==> src/rtl/fpnew_pkg.sv <==
// Shared floating-point types used by the FPU scheduling blocks.
package fpnew_pkg;

    typedef enum logic [2:0] {
        FP32    = 3'd0,
        FP64    = 3'd1,
        FP16    = 3'd2,
        FP8     = 3'd3,
        FP16ALT = 3'd4
    } fp_format_e;

    typedef enum logic [2:0] {
        RNE = 3'd0,
        RTZ = 3'd1,
        RDN = 3'd2,
        RUP = 3'd3,
        RMM = 3'd4,
        DYN = 3'd7
    } roundmode_e;

    typedef enum logic [3:0] {
        FMADD, FNMSUB, ADD, MUL, DIV, SQRT, SGNJ, MINMAX,
        CMP, CLASSIFY, F2F, F2I, I2F, CPKAB, CPKCD
    } operation_e;

    typedef struct packed {
        logic NV;
        logic DZ;
        logic OF;
        logic UF;
        logic NX;
    } status_t;

endpackage

==> src/rtl/fpnew_divsqrt_lane_sched.sv <==
// Dispatches div/sqrt ops round-robin over iterative lanes and retires
// their results in dispatch order, NaN-boxing each result to its format.
module fpnew_divsqrt_lane_sched
    import fpnew_pkg::*;
#(
    parameter int unsigned NumLanes = 2,
    parameter int unsigned WIDTH    = 64,
    parameter int unsigned TagWidth = 4
) (
    input  logic                               clk_i,
    input  logic                               rst_ni,
    input  logic                               in_valid_i,
    output logic                               in_ready_o,
    input  logic [1:0][WIDTH-1:0]              operands_i,
    input  roundmode_e                         rnd_mode_i,
    input  operation_e                         op_i,
    input  fp_format_e                         dst_fmt_i,
    input  logic [TagWidth-1:0]                tag_i,
    input  logic                               mask_i,
    output logic [NumLanes-1:0]                lane_start_o,
    output logic [1:0][WIDTH-1:0]              lane_operands_o,
    output roundmode_e                         lane_rnd_mode_o,
    output operation_e                         lane_op_o,
    output fp_format_e                         lane_fmt_o,
    input  logic [NumLanes-1:0]                lane_ready_i,
    input  logic [NumLanes-1:0]                lane_done_i,
    input  logic [NumLanes-1:0][WIDTH-1:0]     lane_result_i,
    input  status_t [NumLanes-1:0]             lane_status_i,
    output logic                               lane_flush_o,
    output logic                               out_valid_o,
    input  logic                               out_ready_i,
    output logic [WIDTH-1:0]                   result_o,
    output status_t                            status_o,
    output logic [TagWidth-1:0]                tag_o,
    output logic                               mask_o,
    input  logic                               flush_i,
    output logic                               busy_o
);

    localparam int unsigned PtrW = (NumLanes > 1) ? $clog2(NumLanes) : 1;

    typedef enum logic [1:0] {IDLE, BUSY, HOLD} slot_state_e;

    slot_state_e         r_state    [NumLanes];
    slot_state_e         w_state_nxt[NumLanes];
    logic [PtrW-1:0]     r_dptr;
    logic [PtrW-1:0]     r_rptr;
    logic [TagWidth-1:0] r_tag      [NumLanes];
    logic                r_mask     [NumLanes];
    fp_format_e          r_fmt      [NumLanes];
    logic [WIDTH-1:0]    r_result   [NumLanes];
    status_t             r_status   [NumLanes];

    logic                w_accept;
    logic                w_retire;
    logic [NumLanes-1:0] w_done_cap;

    function automatic logic [PtrW-1:0] ptr_inc(input logic [PtrW-1:0] p);
        return (p == PtrW'(NumLanes - 1)) ? '0 : p + PtrW'(1);
    endfunction

    // Boxing is applied at capture so the held register is already final.
    function automatic logic [WIDTH-1:0] nan_box(input logic [WIDTH-1:0] v,
                                                 input fp_format_e        f);
        logic [WIDTH-1:0] boxed;
        int unsigned      pos;
        case (f)
            FP32:          pos = 32;
            FP16, FP16ALT: pos = 16;
            default:       pos = WIDTH;
        endcase
        for (int unsigned b = 0; b < WIDTH; b++) begin
            boxed[b] = (b >= pos) ? 1'b1 : v[b];
        end
        return boxed;
    endfunction

    // State register
    always_ff @(posedge clk_i or negedge rst_ni) begin
        if (!rst_ni) begin
            for (int i = 0; i < NumLanes; i++) r_state[i] <= IDLE;
        end else begin
            for (int i = 0; i < NumLanes; i++) r_state[i] <= w_state_nxt[i];
        end
    end

    // Next-state logic per slot
    always_comb begin
        for (int i = 0; i < NumLanes; i++) begin
            w_state_nxt[i] = r_state[i];
            if (flush_i) begin
                w_state_nxt[i] = IDLE;
            end else begin
                case (r_state[i])
                    IDLE:    if (w_accept && r_dptr == PtrW'(i))   w_state_nxt[i] = BUSY;
                    BUSY:    if (lane_done_i[i])                   w_state_nxt[i] = HOLD;
                    HOLD:    if (w_retire && r_rptr == PtrW'(i))   w_state_nxt[i] = IDLE;
                    default:                                       w_state_nxt[i] = IDLE;
                endcase
            end
        end
    end

    // Handshakes, lane broadcast and in-order output selection
    always_comb begin
        in_ready_o      = rst_ni && (r_state[r_dptr] == IDLE) && lane_ready_i[r_dptr] && !flush_i;
        w_accept        = in_valid_i && in_ready_o;
        lane_start_o    = '0;
        if (w_accept) lane_start_o[r_dptr] = 1'b1;
        lane_operands_o = operands_i;
        lane_rnd_mode_o = rnd_mode_i;
        lane_op_o       = op_i;
        lane_fmt_o      = dst_fmt_i;
        lane_flush_o    = flush_i;
        out_valid_o     = (r_state[r_rptr] == HOLD);
        w_retire        = out_valid_o && out_ready_i;
        result_o        = r_result[r_rptr];
        status_o        = r_status[r_rptr];
        tag_o           = r_tag[r_rptr];
        mask_o          = r_mask[r_rptr];
        busy_o          = 1'b0;
        w_done_cap      = '0;
        for (int i = 0; i < NumLanes; i++) begin
            if (r_state[i] != IDLE) busy_o = 1'b1;
            w_done_cap[i] = !flush_i && lane_done_i[i] && (r_state[i] == BUSY);
        end
    end

    always_ff @(posedge clk_i or negedge rst_ni) begin
        if (!rst_ni) begin
            r_dptr <= '0;
            r_rptr <= '0;
        end else if (flush_i) begin
            r_dptr <= '0;
            r_rptr <= '0;
        end else begin
            if (w_accept) r_dptr <= ptr_inc(r_dptr);
            if (w_retire) r_rptr <= ptr_inc(r_rptr);
        end
    end

    // Slot payload capture: metadata at dispatch, result at lane completion
    always_ff @(posedge clk_i or negedge rst_ni) begin
        if (!rst_ni) begin
            for (int i = 0; i < NumLanes; i++) begin
                r_tag[i]    <= '0;
                r_mask[i]   <= 1'b0;
                r_fmt[i]    <= FP32;
                r_result[i] <= '0;
                r_status[i] <= '0;
            end
        end else begin
            for (int i = 0; i < NumLanes; i++) begin
                if (w_accept && r_dptr == PtrW'(i)) begin
                    r_tag[i]  <= tag_i;
                    r_mask[i] <= mask_i;
                    r_fmt[i]  <= dst_fmt_i;
                end
                if (w_done_cap[i]) begin
                    r_result[i] <= nan_box(lane_result_i[i], r_fmt[i]);
                    r_status[i] <= lane_status_i[i];
                end
            end
        end
    end

endmodule

==> config.mk <==
export PLATFORM = sky130hd
export DESIGN_NAME = fpnew_divsqrt_lane_sched
export DESIGN_NICKNAME = d
export VERILOG_FILES = /design/src/rtl/fpnew_pkg.sv /design/src/rtl/fpnew_divsqrt_lane_sched.sv
export SDC_FILE = /design/constraint.sdc
export NUM_CORES = 1
export LEC_CHECK = 0
export ABC_AREA = 1
export CORE_AREA = 2 2 197 199
export DETAILED_ROUTE_END_ITERATION = 8
export DIE_AREA = 0 0 199 201
export GPL_TIMING_DRIVEN = 0
export PLACE_DENSITY = 0.58
export SLEW_MARGIN = 20
export SYNTH_ARGS = -nofsm -noshare
export SYNTH_HDL_FRONTEND = slang
export SYNTH_SLANG_ARGS = --single-unit
==> constraint.sdc <==
create_clock -name clk_i -period 2.65 [get_ports clk_i]
set_input_delay 0.53 -clock clk_i [delete_from_list [all_inputs] [get_ports clk_i]]
set_output_delay 0.53 -clock clk_i [all_outputs]
set_load 0.05 [all_outputs]
==> qor.txt, run 1 <==
startpoint types: primary input
Die Area: 40000 µm²
Critical Path Fanout Max: 5
Synth Area in Compound Gates: 0.123
Starting Density: 0.219
flop2flop setup slack: 0.35 ns
largest family of logic cells by synthesized area: simple AND/OR/NAND/NOR gates
DRC Markers: 0
Tot GR Track Use: 0.178
mux cell area share after synthesis: 0
Sink Count: 160
Clock power frac: 0.265
RSZ-0062 raised after global routing: true
met1 Track Usage GR: 0.216
Crit. End Element: output port
Switch Pwr: 4490 µW
maximum root-to-sink buffer count: 2
power per cell area: 779 nW/µm²
switching share of total power: 0.432
maxcap violations: 0
TritonCTS clock tree: built
Post-Synth XOR/XNOR Area: 0
Worst Tran Pin Value: 0.610 ns
simple-gate share of the synthesized area: 0.201
final instance area: 13300 µm²
Tot Pwr: 10400 µW
io pins: 508
post-DP HPWL: 27500 µm
Hold Slack: 0.0666 ns
Num CTS Buffers: 17
vias in the first global route: 8274
Fill cells: 4030
RePlAce Congestion: 0.832
clock latency on the worst-skew pair: 0.43 ns
most common cell after layout, fill and taps aside: nand2_1
count of cell types in the netlist: 22
Die Ht: 201 µm
area of the core: 38100 µm²
Synth Net Count: 1347
Reg2Reg Depth: 7
first-pass GRT wire length: 51900 µm
Die X-Extent: 199 µm
Synth Cell Area: 8330 µm²
Avg WL per Cell: 18.2 µm
via/cell ratio: 4.14
DR iter-0 viols: 489
Peak Freq: 383 MHz
Final min period: 2.61 ns
M3 GR Usage: 0.0479
DRT antenna net count: 0
Synth warnings: 0
FF+latch count, synth: 160
H-tree Lvls: 4
final setup violation count: 0
post-synthesis adder-cell area fraction: 0.00601
Worst EP arrival: 2.08 ns
Hold Path Class: primary input to async pin
status: complete, no violations
final setup TNS: 0 ns
placement row count: 72
final hold viol count: 0
met2 Track Usage GR: 0.309
P_leak: 0.00651 µW
Synth Area per Inst: 7.91 µm²
Worst-path clk slew: 0.07 ns
share of layout cells above drive strength 1: 0.213
WL final: 36000 µm
Cells after Synth: 1053
internal power: 5900 µW
GRT busiest layer: met2
post-layout util: 0.350
Seq/Total Area, Yosys: 0.480
Slew Limit Headroom: 0.593
CP Class: primary input to output port
dpl cell area: 12800 µm²
Port Buffers: 372
clock skew: 0.0113 ns
layout net count: 1744
Root Driver: clkbuf_16
largest net degree at the start of global routing: 63
Comb power frac: 0.427
sequential share of power: 0.308
First-pass DRT Iterations: 4
synthesis-to-finish area growth: 60.1%
period utilization: 0.985
most frequent cells in the layout: nand2_1 (398), clkdlybuf4s50_1 (293), o21ai_0 (183), dfrtp_1 (160), buf_4 (152)
total grt overflow: 0
initial antenna violation count: 5
Via Count: 8214
Max Slew Vio Count: 0
CP Data Required Time: 2.12 ns
peak supply drop: 0.000395 V
==> cells by family (layout without fill, tap and decap cells) <==
kind of cell               Yosys count  in the layout
AOI/OAI and AO/OA                  205            205
and+or+nand+nor                    425            425
other                                0              3
buffers and inverters              259            669
DFF                                160            160
adders and majority gates            4              4
==> critical path, cell delays in order <==
cell             delay [ns]
clkdlybuf4s50_1        0.61
buf_4                  0.15
clkdlybuf4s50_1        0.79
==> metrics by stage <==
stage,setup slack (ns),std cells
3_5_place_dp,-0.710,1945
6_report,0.0407,1984
4_1_cts,-0.00961,1978
5_1_grt,0.000144,1981
3_3_place_gp,-6.70,1943
2_1_floorplan,0.339,1053
==> cell type report <==
type                       count  area (µm²)  area share
tap                          518         648      0.0486
multi-input combinational    634        2770       0.207
buffer                       189        1350       0.101
clock buffer                  18         439      0.0329
inverter                      68         263      0.0197
timing repair buffer         380        3670       0.275
antenna                        3        7.51    0.000563
clock inverter                14         200      0.0150
sequential                   160        4000       0.300
==> cells in the mapped netlist <==
| master | instances | area, µm² |
|---|---|---|
| inv_1 | 63 | 236 |
| o21ai_1 | 17 | 85.1 |
| clkinv_1 | 1 | 3.75 |
| o31ai_1 | 1 | 7.51 |
| ha_1 | 4 | 50.1 |
| nand4_1 | 8 | 50.1 |
| buf_2 | 28 | 140 |
| nand4_2 | 2 | 25.0 |
| nand2_2 | 1 | 6.26 |
| nand3_1 | 3 | 15.0 |
| inv_2 | 3 | 11.3 |
| o21ai_0 | 183 | 916 |
| or2_2 | 4 | 25.0 |
| buf_4 | 142 | 1070 |
| nor2_1 | 6 | 22.5 |
| clkinv_2 | 1 | 5.00 |
| buf_6 | 5 | 56.3 |
| clkbuf_1 | 16 | 60.1 |
| nor2_4 | 3 | 33.8 |
| dfrtp_1 | 160 | 4000 |
| a21oi_1 | 4 | 20.0 |
| nand2_1 | 398 | 1490 |
==> power groups by stage <==
stage	registers, µW	clock network (µW)	logic (µW)
2_1_floorplan	3190	0	2960
3_3_place_gp	3240	0	4740
3_5_place_dp	3250	0	4770
4_1_cts	3210	2840	4630
5_1_grt	3270	2940	4740
6_report	3210	2750	4440
==> metal layers <==
metal  wire [µm]  part of all wire
met1       14700              0.41
met2       18100              0.50
met3        2760             0.077
met4         505             0.014
met5          11           0.00031
==> flip-flops by register name, summed over array words and instances (netlist names) <==
| name | count |
|---|---|
| r_status | 10 |
| r_fmt | 6 |
| r_rptr | 1 |
| r_result | 128 |
| r_state | 4 |
| r_mask | 2 |
| r_dptr | 1 |
| r_tag | 8 |
==> final timing paths <==
path	start	to
hold reg to reg	r_result[29]	r_result[29]
min in group clk_i	r_result[29]	r_result[29]
hold / removal	rst_ni	r_tag[7]
max in group asynchronous	rst_ni	r_result[37]
setup reg to reg	r_fmt[4]	r_result[116]
setup / recovery	flush_i	lane_flush_o
==> repair_timing <==
| action | 4_1_cts | 5_1_grt |
|---|---|---|
| resized for setup | 332 | 79 |
| buffers inserted | 0 | 4 |
| pin swaps | 0 | 1 |
| hold endpoints to repair | 44 | 0 |
| setup endpoints to repair | 78 | 54 |
| cloned | 1 | 0 |
| hold buffers | 1 | 0 |
Note: power is estimated with default switching activity, not from simulation.
==> run 2: changes to the inputs <==
--- a/config.mk
+++ b/config.mk
@@ -6,11 +6,11 @@
 export NUM_CORES = 1
 export LEC_CHECK = 0
 export ABC_AREA = 1
-export CORE_AREA = 2 2 197 199
+export CORE_AREA = 2 2 199 201
 export DETAILED_ROUTE_END_ITERATION = 8
-export DIE_AREA = 0 0 199 201
+export DIE_AREA = 0 0 201 203
 export GPL_TIMING_DRIVEN = 0
-export PLACE_DENSITY = 0.58
+export PLACE_DENSITY = 0.57
 export SLEW_MARGIN = 20
 export SYNTH_ARGS = -nofsm -noshare
 export SYNTH_HDL_FRONTEND = slang
==> constraint.sdc (replaced) <==
create_clock -name clk_i -period 2.65 [get_ports clk_i]
set_input_delay 0.6625 -clock clk_i [delete_from_list [all_inputs] [get_ports clk_i]]
set_output_delay 0.6625 -clock clk_i [all_outputs]
set_load 0.05 [all_outputs]
==> run 2 against run 1 <==
Net effect: sequential power barely moved; global-route usage is 0.43 points lower; critical path depth grew 3; hold slack improved by 0.019 ns; worst setup slack better by 0.065 ns; cell count up 0.25%; utilization decreased by 0.67 points.
==> qor.txt, run 2 (synthesis results as in run 1) <==
startpoint types: register
Max Slew Vio Count: 0
Crit. End Element: output port
Comb power frac: 0.445
Port Buffers: 372
DRT antenna net count: 0
Die Ht: 203 µm
WL final: 35900 µm
maximum root-to-sink buffer count: 2
maxcap violations: 0
vias in the first global route: 8363
Worst-path clk slew: 0.07 ns
Slew Limit Headroom: 0.573
Sink Count: 160
First-pass DRT Iterations: 4
most frequent cells in the layout: nand2_1 (398), clkdlybuf4s50_1 (288), o21ai_0 (183), buf_4 (175), dfrtp_1 (160)
io pins: 508
placement row count: 72
total grt overflow: 0
period utilization: 0.960
Largest regs: r_result: 128 flops, r_status: 10 flops, r_tag: 8 flops
RSZ-0062 raised after global routing: false
crit path launch: r_rptr
area of the core: 38500 µm²
Die Area: 40800 µm²
P_leak: 0.00654 µW
DR iter-0 viols: 387
Critical Path Fanout Max: 10
power per cell area: 759 nW/µm²
Via Count: 8058
Fill cells: 4083
Root Driver: clkbuf_16
Worst EP arrival: 1.88 ns
Worst Tran Pin Value: 0.641 ns
Clock power frac: 0.235
final setup violation count: 0
peak supply drop: 0.000444 V
Hold Path Class: primary input to async pin
RePlAce Congestion: 0.793
Final min period: 2.54 ns
clock skew: 0.0107 ns
Starting Density: 0.217
share of layout cells above drive strength 1: 0.217
Die X-Extent: 201 µm
most common cell after layout, fill and taps aside: nand2_1
Num CTS Buffers: 17
switching share of total power: 0.448
Tot GR Track Use: 0.173
initial antenna violation count: 4
CP Class: register to output port
Final Non-Filler Cells: 1989
internal power: 5540 µW
first-pass GRT wire length: 52800 µm
Avg WL per Cell: 18.1 µm
max FFs per register: 128
final instance area: 13200 µm²
via/cell ratio: 4.05
dpl cell area: 12700 µm²
Reg2Reg Launch Point: r_fmt[4]
final hold viol count: 0
layout net count: 1751
Switch Pwr: 4490 µW
H-tree Lvls: 4
status: complete, no violations
largest net degree at the start of global routing: 85
Peak Freq: 393 MHz
post-DP HPWL: 27200 µm
TritonCTS clock tree: built
sequential share of power: 0.320
CP Data Required Time: 1.99 ns
post-layout util: 0.344
Cells after DPL: 1944
Tot Pwr: 10000 µW
DRC Markers: 0
synthesis-to-finish area growth: 58.6%
largest register by flop count: r_result
clock latency on the worst-skew pair: 0.43 ns
## run 2: cell types whose count changed in the layout (fill, tap and decap cells not counted), sizes merged, moves of 4 or more
cell,delta
clkdlybuf4s50,-5
dlygate4sd2,+4
clkbuf,+8
bufinv,-4
buf,+21
clkdlybuf4s15,-16
clkdlybuf4s18,-5
## run 2: final cells by class
cell class,count,area (µm²),share of cell area
Tap cell,518,648,0.0490
Multi-Input combinational cell,634,2770,0.210
Sequential cell,160,4000,0.303
Antenna cell,1,2.50,0.000189
Clock inverter,13,104,0.00786
Timing Repair Buffer,385,3600,0.273
Inverter,68,263,0.0199
Clock buffer,19,443,0.0335
Buffer,191,1370,0.104
## run 2: final timing paths
path	to	depth (start not counted)	slack, ns
max	status_o[3]	6	0.11
min	r_result[76]	1	0.09
max reg2reg	r_result[120]	7	0.37
min reg2reg	r_tag[3]	2	0.47
max in group asynchronous	r_result[95]	2	1.86
min in group clk_i	r_tag[3]	2	0.47
## run 2: what timing repair did
action                     CTS  global route
hold buffers                 0             0
setup endpoints to repair   82            47
buffers inserted             0            11
cloned                       1             0
resized for setup          443            46
pin swaps                    1             2
## run 2: power groups by stage
stage / registers, µW / clock network (µW) / logic (µW)
after floorplan: 3190 / 0 / 2960
after global placement: 3240 / 0 / 4760
after detailed placement: 3250 / 0 / 4780
after CTS: 3210 / 2440 / 4550
after global routing: 3270 / 2530 / 4770
final: 3210 / 2360 / 4460
## run 2: routing by layer
layer	part of all wire	global-route usage	wire length, µm
met1	0.42	0.217	15200
met2	0.50	0.300	17800
met3	0.070	0.0441	2500
met4	0.011	0.0389	381
met5	0.0010	0	37
## run 2: through the flow
step	setup TNS [ns]	hold WS, ns	setup WS, ns
detailed placement	-28.40	0.458	-1.00
finish	0	0.0853	0.105
global placement	-1161.18	0.455	-7.05
global route	0	0.0687	0.00404
CTS	-0.000966	0.0734	-0.000966
floorplan	0	0.367	0.206
## run 2: critical path: stages (launching register included)
cell	delay, ns
dfrtp_1	0.32
buf_4	0.21
buf_6	0.21
buf_4	0.21
nand2_1	0.06
nand2_1	0.07
clkdlybuf4s18_2	0.36
==> run 3: changes to the inputs <==
--- a/config.mk
+++ b/config.mk
@@ -6,6 +6,7 @@
 export NUM_CORES = 1
 export LEC_CHECK = 0
 export ABC_AREA = 1
+export CAP_MARGIN = 5
 export CORE_AREA = 2 2 199 201
 export DETAILED_ROUTE_END_ITERATION = 8
 export DIE_AREA = 0 0 201 203
==> results of run 3 <==
The final DEF is identical to that of run 2; final timing and power are the same.
